### config.mk
export PLATFORM = sky130hd
export DESIGN_NAME = ssd_scan
export DESIGN_NICKNAME = d
export VERILOG_FILES = /design/src/rtl/ssd_pkg.sv /design/src/rtl/ssd_scan_tick.sv /design/src/rtl/ssd_scan.sv
export SDC_FILE = /design/constraint.sdc
export NUM_CORES = 1
export LEC_CHECK = 0
export CORE_MARGIN = 2
export CORE_UTILIZATION = 53
export DETAILED_ROUTE_END_ITERATION = 10
export GPL_TIMING_DRIVEN = 0
export PLACE_DENSITY = 0.75
export SETUP_SLACK_MARGIN = 0.1
export SKIP_LAST_GASP = 1
export SLEW_MARGIN = 20
export SYNTH_ARGS = -nofsm -noshare
export SYNTH_HDL_FRONTEND = slang
export SYNTH_SLANG_ARGS = --single-unit
### constraint.sdc
create_clock -name clk -period 1.8 [get_ports clk]
set_input_delay 0.18 -clock clk [delete_from_list [all_inputs] [get_ports clk]]
set_output_delay 0.18 -clock clk [all_outputs]
set_load 0.03 [all_outputs]
### src/rtl/ssd_pkg.sv
// Shared definitions for the seven-segment scanning path: blank code and
// scanner FSM state type.
package ssd_pkg;

    localparam logic [3:0] SSD_BLANK_CODE = 4'hF;

    typedef enum logic {
        GUARD = 1'b0,
        DRIVE = 1'b1
    } scan_state_e;

endpackage

### src/rtl/ssd_scan_tick.sv
// Slot counter for ssd_scan: counts 0..REFRESH_DIV-1 and flags slot start,
// end of the guard interval and the wrap cycle.
module ssd_scan_tick
    import ssd_pkg::*;
#(
    parameter int REFRESH_DIV  = 50000,
    parameter int GUARD_CYCLES = 16
) (
    input  logic clk,
    input  logic rst_n,
    output logic slot_start,
    output logic guard_done,
    output logic slot_wrap
);

    localparam int CW = (REFRESH_DIV > 2) ? $clog2(REFRESH_DIV) : 1;
    localparam logic [CW-1:0] LAST_C  = CW'(REFRESH_DIV - 1);
    localparam logic [CW-1:0] GUARD_C = CW'(GUARD_CYCLES);

    logic [CW-1:0] r_cnt;

    always_ff @(posedge clk or negedge rst_n) begin
        if (!rst_n) begin
            r_cnt <= '0;
        end else if (r_cnt == LAST_C) begin
            r_cnt <= '0;
        end else begin
            r_cnt <= r_cnt + CW'(1);
        end
    end

    assign slot_start = (r_cnt == '0);
    assign guard_done = (r_cnt == GUARD_C);
    assign slot_wrap  = (r_cnt == LAST_C);

endmodule

### src/rtl/ssd_scan.sv
// Multiplexed digit scanner feeding the ssd decoder. Optional leading-zero
// suppression is enabled by defining SSD_SCAN_LZ_SUPPRESS_EN.
module ssd_scan
    import ssd_pkg::*;
#(
    parameter int NUM_DIGITS   = 4,
    parameter int REFRESH_DIV  = 50000,
    parameter int GUARD_CYCLES = 16
) (
    input  logic                                               clk,
    input  logic                                               rst_n,
    input  logic [4*NUM_DIGITS-1:0]                            value,
    input  logic                                               load,
    input  logic                                               blank,
    output logic [3:0]                                         digit_data,
    output logic [NUM_DIGITS-1:0]                              digit_en,
    output logic [((NUM_DIGITS > 1) ? $clog2(NUM_DIGITS) : 1)-1:0] digit_idx
);

    localparam int IW = (NUM_DIGITS > 1) ? $clog2(NUM_DIGITS) : 1;
    localparam logic [IW-1:0] LAST_IDX = IW'(NUM_DIGITS - 1);

    logic [NUM_DIGITS-1:0][3:0] r_shadow;
    logic [IW-1:0]              r_idx;
    scan_state_e                r_state;
    scan_state_e                w_state_nxt;
    logic                       w_slot_start;
    logic                       w_guard_done;
    logic                       w_slot_wrap;
    logic [3:0]                 w_sample;
    logic [3:0]                 w_data_nxt;
    logic [NUM_DIGITS-1:0]      w_en_nxt;

    ssd_scan_tick #(
        .REFRESH_DIV (REFRESH_DIV),
        .GUARD_CYCLES(GUARD_CYCLES)
    ) u_tick (
        .clk       (clk),
        .rst_n     (rst_n),
        .slot_start(w_slot_start),
        .guard_done(w_guard_done),
        .slot_wrap (w_slot_wrap)
    );

    always_ff @(posedge clk or negedge rst_n) begin
        if (!rst_n) begin
            r_shadow <= {NUM_DIGITS{SSD_BLANK_CODE}};
        end else if (load) begin
            r_shadow <= value;
        end
    end

    // Internal index runs one cycle ahead of the outputs: it advances on the
    // counter wrap so the slot-start edge samples the new digit.
    always_ff @(posedge clk or negedge rst_n) begin
        if (!rst_n) begin
            r_idx <= '0;
        end else if (w_slot_wrap) begin
            r_idx <= (r_idx == LAST_IDX) ? '0 : r_idx + IW'(1);
        end
    end

`ifdef SSD_SCAN_LZ_SUPPRESS_EN
    logic w_lz;

    always_comb begin
        w_lz = (r_idx != '0);
        for (int k = 0; k < NUM_DIGITS; k++) begin
            if (k >= int'(r_idx) && r_shadow[k] != 4'h0) begin
                w_lz = 1'b0;
            end
        end
        w_sample = w_lz ? SSD_BLANK_CODE : r_shadow[r_idx];
    end
`else
    always_comb begin
        w_sample = r_shadow[r_idx];
    end
`endif

    always_ff @(posedge clk or negedge rst_n) begin
        if (!rst_n) begin
            r_state <= GUARD;
        end else begin
            r_state <= w_state_nxt;
        end
    end

    // A slot start that is also the guard end means a zero-length guard.
    always_comb begin
        w_state_nxt = r_state;
        w_data_nxt  = digit_data;
        w_en_nxt    = '0;
        case (r_state)
            GUARD: if (w_guard_done) w_state_nxt = DRIVE;
            DRIVE: if (w_slot_start && !w_guard_done) w_state_nxt = GUARD;
            default: w_state_nxt = GUARD;
        endcase
        if (w_slot_start) begin
            w_data_nxt = w_sample;
        end
        if (w_state_nxt == DRIVE && !blank) begin
            w_en_nxt = NUM_DIGITS'(1) << r_idx;
        end
    end

    always_ff @(posedge clk or negedge rst_n) begin
        if (!rst_n) begin
            digit_data <= SSD_BLANK_CODE;
            digit_en   <= '0;
            digit_idx  <= '0;
        end else begin
            digit_data <= w_data_nxt;
            digit_en   <= w_en_nxt;
            digit_idx  <= r_idx;
        end
    end

endmodule

## Word level (Yosys, flattened, before mapping)

Index checks and enable logic that the tools add are counted.

| operators by class | value |
|---|---|
| add/subtract/negate cells | 2 |
| order comparisons | 1 |
| eq/ne operators | 3 |
| shift-type cells | 1 |
| mux-type cells | 8 |
| bitwise gates (word level) | 1 |
| reduce and logical (&&, ||, !) cells | 5 |

Operator list:

| operator | count |
|---|---|
| $add 16x1->16 const B | 1 |
| $eq 16x16->1 const B | 1 |
| $eq 16x5->1 const B | 1 |
| $logic_not 16->1 | 1 |
| $mux 16 | 1 |
| $bmux 4 s2 | 1 |
| $mux 4 | 2 |
| $shl 1x2->4 const A | 1 |
| $lt 2x3->1 const B | 1 |
| $add 2x1->2 const B | 1 |
| $eq 2x2->1 const B | 1 |
| $logic_and 1x1->1 | 2 |
| $logic_not 1->1 | 2 |
| $mux 1 | 2 |
| $mux 2 | 1 |
| $pmux 1 s2 | 1 |
| $not 1->1 | 1 |

| storage, ports and cells | value |
|---|---|
| bits in registers | 45 |
| input bits | 20 |
| output and inout port bits | 10 |
| word-level logic and storage cells | 31 |

## Longest topological paths before layout

| depth | value |
|---|---|
| depth after elaboration | 7 |
| mapped depth | 6 |
| depth with buffers taken out | 6 |

## Cells and area by module

A second synthesis with hierarchy kept.

| unflattened totals | value |
|---|---|
| cells, all modules | 164 |
| area, all modules | 2,055.7 sq um |

By module, submodules not included:

| module | times used | cells each | area each (sq um) | seq. area each (sq um) |
|---|---|---|---|---|
| ssd_scan | 1 | 87 | 1,272.5 | 750.7 |
| ssd_scan_tick | 1 | 77 | 783.3 | 400.4 |

## Worst setup path before layout

Ideal clock, no wire load.

| path | value |
|---|---|
| path type | reg2reg |
| start | reg r_idx[0] |
| end | reg digit_data[0] |
| setup time | 82 ps |
| data arrival time | 1,452 ps |
| data required time | 1,718 ps |
| path slack | 266 ps |
| cell stages (with the launch flop) | 4 |
| path buffers | 1 |
| clock period less this slack | 1,534 ps |
| cell sequence | dfrtp_1 -> clkbuf_1 -> mux4_2 -> mux2_4 |

| on the way | value |
|---|---|
| word-level cells in the longest chain between the ends | 2 |

RTL lines:

| what | RTL line | source |
|---|---|---|
| start: declaration | ssd_scan.sv:24 | `logic [IW-1:0] r_idx;` |
| start signal: assignment | ssd_scan.sv:59 | `r_idx <= (r_idx == LAST_IDX) ? '0 : r_idx + IW'(1);` |
| $bmux 4 s2 | ssd_scan.sv:77 | `w_sample = r_shadow[r_idx];` |
| $mux 4 (not written as such) | ssd_scan.sv:77 |  |
| end signal: assignment | ssd_scan.sv:113 | `digit_data <= w_data_nxt;` |
| end: declaration | ssd_scan.sv:15 | `output logic [3:0] digit_data,` |

No other way between the ends. The select of a mux whose other input is x is not followed.
A chain may end at the register's enable or synchronous reset.

## Worst setup path after layout

| path | value |
|---|---|
| start | reg u_tick.r_cnt[5] |
| end | reg digit_data[3] |

| on the way | value |
|---|---|
| word-level cells in the longest chain between the ends | 1 |

RTL lines:

| what | RTL line | source |
|---|---|---|
| start: declaration | ssd_scan_tick.sv:20 | `logic [CW-1:0] r_cnt;` |
| start signal: assignment | ssd_scan_tick.sv:28 | `r_cnt <= r_cnt + CW'(1);` |
| $logic_not 16->1 | ssd_scan_tick.sv:32 | `assign slot_start = (r_cnt == '0);` |

No other way between the ends.

==> run_results.csv <==
group,metric,value,unit
status,status,"completed",
power_and_ir_drop,peakVddDrop,0.700,mV
sta,worst_pin_slew,0.383,ns
placement,gp_congestion,0.805,
clock_tree,cts-root-buf,"clkbuf_8",
finish,fillers,267,
finish,multi_input_area,927,um2
synthesis,synth_nets,178,
sta,hold_viol_final,0,
sta,fin_crit_sh,0.939,
route,dr.pass1.iters,4,
route,dr.first_iter.drc_count,73,
finish,diodes,0,
placement,numPortBuffers,28,
worst_setup_path,slowest_delay,0.45,ns
worst_setup_path,slowest_stage,"dfrtp_1",
synthesis,synth_cell_type_count,35,
floorplan,die_x,66.5,um
clock_tree,cts_tree,"yes",
placement,dpl.hpwl,2.64,mm
grt,grt_pass1_vias,1314,
synthesis,async_flop_share,1.00,
floorplan,ioPinCount,30,
power_and_ir_drop,p_leak,1.17,nW
sta,fmax,0.592,GHz
worst_setup_path,rrSetupSlack,0.11,ns
placement,place_area,0.00242,mm2
worst_setup_path,critical_path_class,"reg -> reg",
grt,grt_max_degree,32,
sta,finClkSkew,0.00673,ns
clock_tree,cts_buffer_depth,2,
synthesis,synthTopCellsByArea,"dfrtp_1 30%, dfstp_2 25%, mux2_2 9.3%, mux4_2 4.4%, ha_1 3.6%",
floorplan,rows,22,
worst_setup_path,crit_required,2.02,ns
finish,seq_area,0.00115,mm2
synthesis,synth.most_common_cell,"dfrtp_1",
floorplan,start_util,0.557,
synthesis,synthTopCellsByCount,"25 x dfrtp_1, 20 x dfstp_2, 17 x mux2_2",
finish,area_delta_synth_final,27.0,%
worst_setup_path,cp_top_family,"simple AND/OR/NAND/NOR gates",
worst_setup_path,crit_chain,"nor4_2 > and3b_1 > buf_6 > nand3_4 > mux2_4",
worst_setup_path,cp-end-kind,"flop",
grt,antenna_found_initial,0,
clock_tree,numCtsBuffers,5,
route,drc,0,
worst_setup_path,crit_arrival,1.92,ns
route,vias_per_cell,5.38,
finish,final_util,0.707,
synthesis,synth_top_area_frac,0.302,
synthesis,synthFlopType,"dfrtp_1",
worst_setup_path,r2r-start,"u_tick.r_cnt[5]",
finish,layout-drive-gt1-share,0.396,
worst_setup_path,critPathLaunchType,"flop",
floorplan,die_height,66.5,um
grt,grt_pass1_wl,6.17,mm
route,wirelength,3.67,mm
sta,finalCriticalPeriod,1.69,ns
sta,slew_headroom,0.743,
sta,setup_violations,0,
worst_setup_path,crit_fanout,6,
floorplan,die-area,0.00442,mm2
synthesis,yosys_warnings,0,
min_path,hp-class,"in -> async",
synthesis,synth_edf_count,0,
synthesis,syn_inst,152,
synthesis,synth_area_leader_cell,"dfrtp_1",
route,ant_nets,0,
sta,grt_setup_unrepaired,"yes",
grt,gr-total-overflow,0,
worst_setup_path,worst-path-buf-inv,1,
power_and_ir_drop,powerDensity,733,mW/mm2
finish,finalNetCount,217,
clock_tree,clk_pin_slew,0.08,ns
placement,dp.cells,229,
clock_tree,worstSkewPairLatency,0.29,ns
run,cap_violations,0,
sta,tns,0,ns
grt,grt.total_usage,0.186,
sta,maxSlewViolCount,0,
finish,finalNonFillerCells,240,
route,wl_per_cell,15.3,um
power_and_ir_drop,p_total,0.00193,W
synthesis,synth_area_per_cell,13.6,um2
clock_tree,cts_sinks,45,
clock_tree,htreeDepth,2,
synthesis,synth_area,0.00207,mm2
synthesis,seq_area_frac_synth,0.556,
worst_setup_path,critPathLaunch,"u_tick.r_cnt[5]",
synthesis,synth_seq_cells,45,
route,vias,1290,
floorplan,coreArea,0.00372,mm2
finish,fin_area,0.00263,mm2
[where the power goes]
group,internal [W],total [W],switching [W]
clock,0.000347,0.000665,0.000318
combinational,0.0000984,0.000159,0.0000607
sequential,0.00108,0.00110,0.0000211
total,0.00153,0.00193,0.000400
[layout by cell type, fill, tap and decap left out, types with 4 or more instances in the layout]
cell type	synthesis	layout
dfrtp_1	25	25
clkdlybuf4s50_1	0	23
dfstp_2	20	20
mux2_2	17	17
nor2_1	12	12
inv_1	7	7
nand3_1	8	7
xor2_1	7	7
clkbuf_8	0	7
xnor2_1	5	5
ha_1	6	5
nor4_2	2	4
mux4_2	4	4
mux2_4	4	4
dlymetal6s2s_1	0	4
[cells by family (layout without fill, tap and decap cells)]
group / count (synthesis) / after routing / share of synthesized area
flip-flops: 45 / 45 / 0.556
AND/OR/NAND/NOR: 46 / 46 / 0.140
multiplexers: 27 / 27 / 0.177
buffers and inverters: 12 / 52 / 0.0278
AO/OA/AOI/OAI: 4 / 4 / 0.0121
adder cells (fa/ha/maj): 6 / 6 / 0.0363
XOR/XNOR: 12 / 12 / 0.0508
[layer usage]
layer  vias up  part of all wire  track usage
met3         2             0.043       0.0524
li1        604                 -            -
met5         -                 0            0
met1       653              0.44        0.255
met2        31              0.51        0.299
met4         0            0.0046       0.0383
[registers in the layout (all words and copies together) (netlist names)]
signal,count
digit_en,4
digit_data,4
r_idx,2
digit_idx,2
r_state,1
u_tick.r_cnt,16
r_shadow,16
[worst register-to-register path, cell delays in order, from the launching register on]
cell and delay [ns]:
dfrtp_1 0.45, nor4_2 0.36, and3b_1 0.24, buf_6 0.13
nand3_4 0.11, mux2_4 0.33
[stage by stage]
stage	setup slack (ns)	hold slack, ns
after floorplan	0.266	-0.116
after global placement	-0.492	0.414
after detailed placement	0.0610	0.111
after CTS	0.109	0.327
after global routing	-0.00385	0.350
final	0.109	0.323
[repair_timing]
item / 4_1_cts / 5_1_grt
endpoints found under the setup margin: 14 / 16
buffers inserted: 0 / 2
gates resized for setup: 5 / 11
hold endpoints to repair: 14 / 0
cloned: 0 / 0
pin swaps: 0 / 2
hold buffers: 1 / 0
[worst paths after layout]
kind | to | cells after the start
worst min register to register | digit_idx[0] | 0
max in group asynchronous | r_shadow[2] | 3
worst max register to register | digit_data[3] | 5
worst max-delay path | digit_data[3] | 5
min in group clk | r_shadow[10] | 2
worst min-delay path | u_tick.r_cnt[9] | 2
[layout make-up]
| class | instances | area share |
|---|---|---|
| repair buffers | 32 | 0.126 |
| inverters | 7 | 0.0100 |
| plain buffers | 5 | 0.0124 |
| flip-flops and latches | 45 | 0.438 |
| multi-input cells | 95 | 0.353 |
| clock inverters | 1 | 0.00190 |
| clock buffers | 7 | 0.0366 |
| well taps | 48 | 0.0228 |
Power figures use the tool's default switching activity.
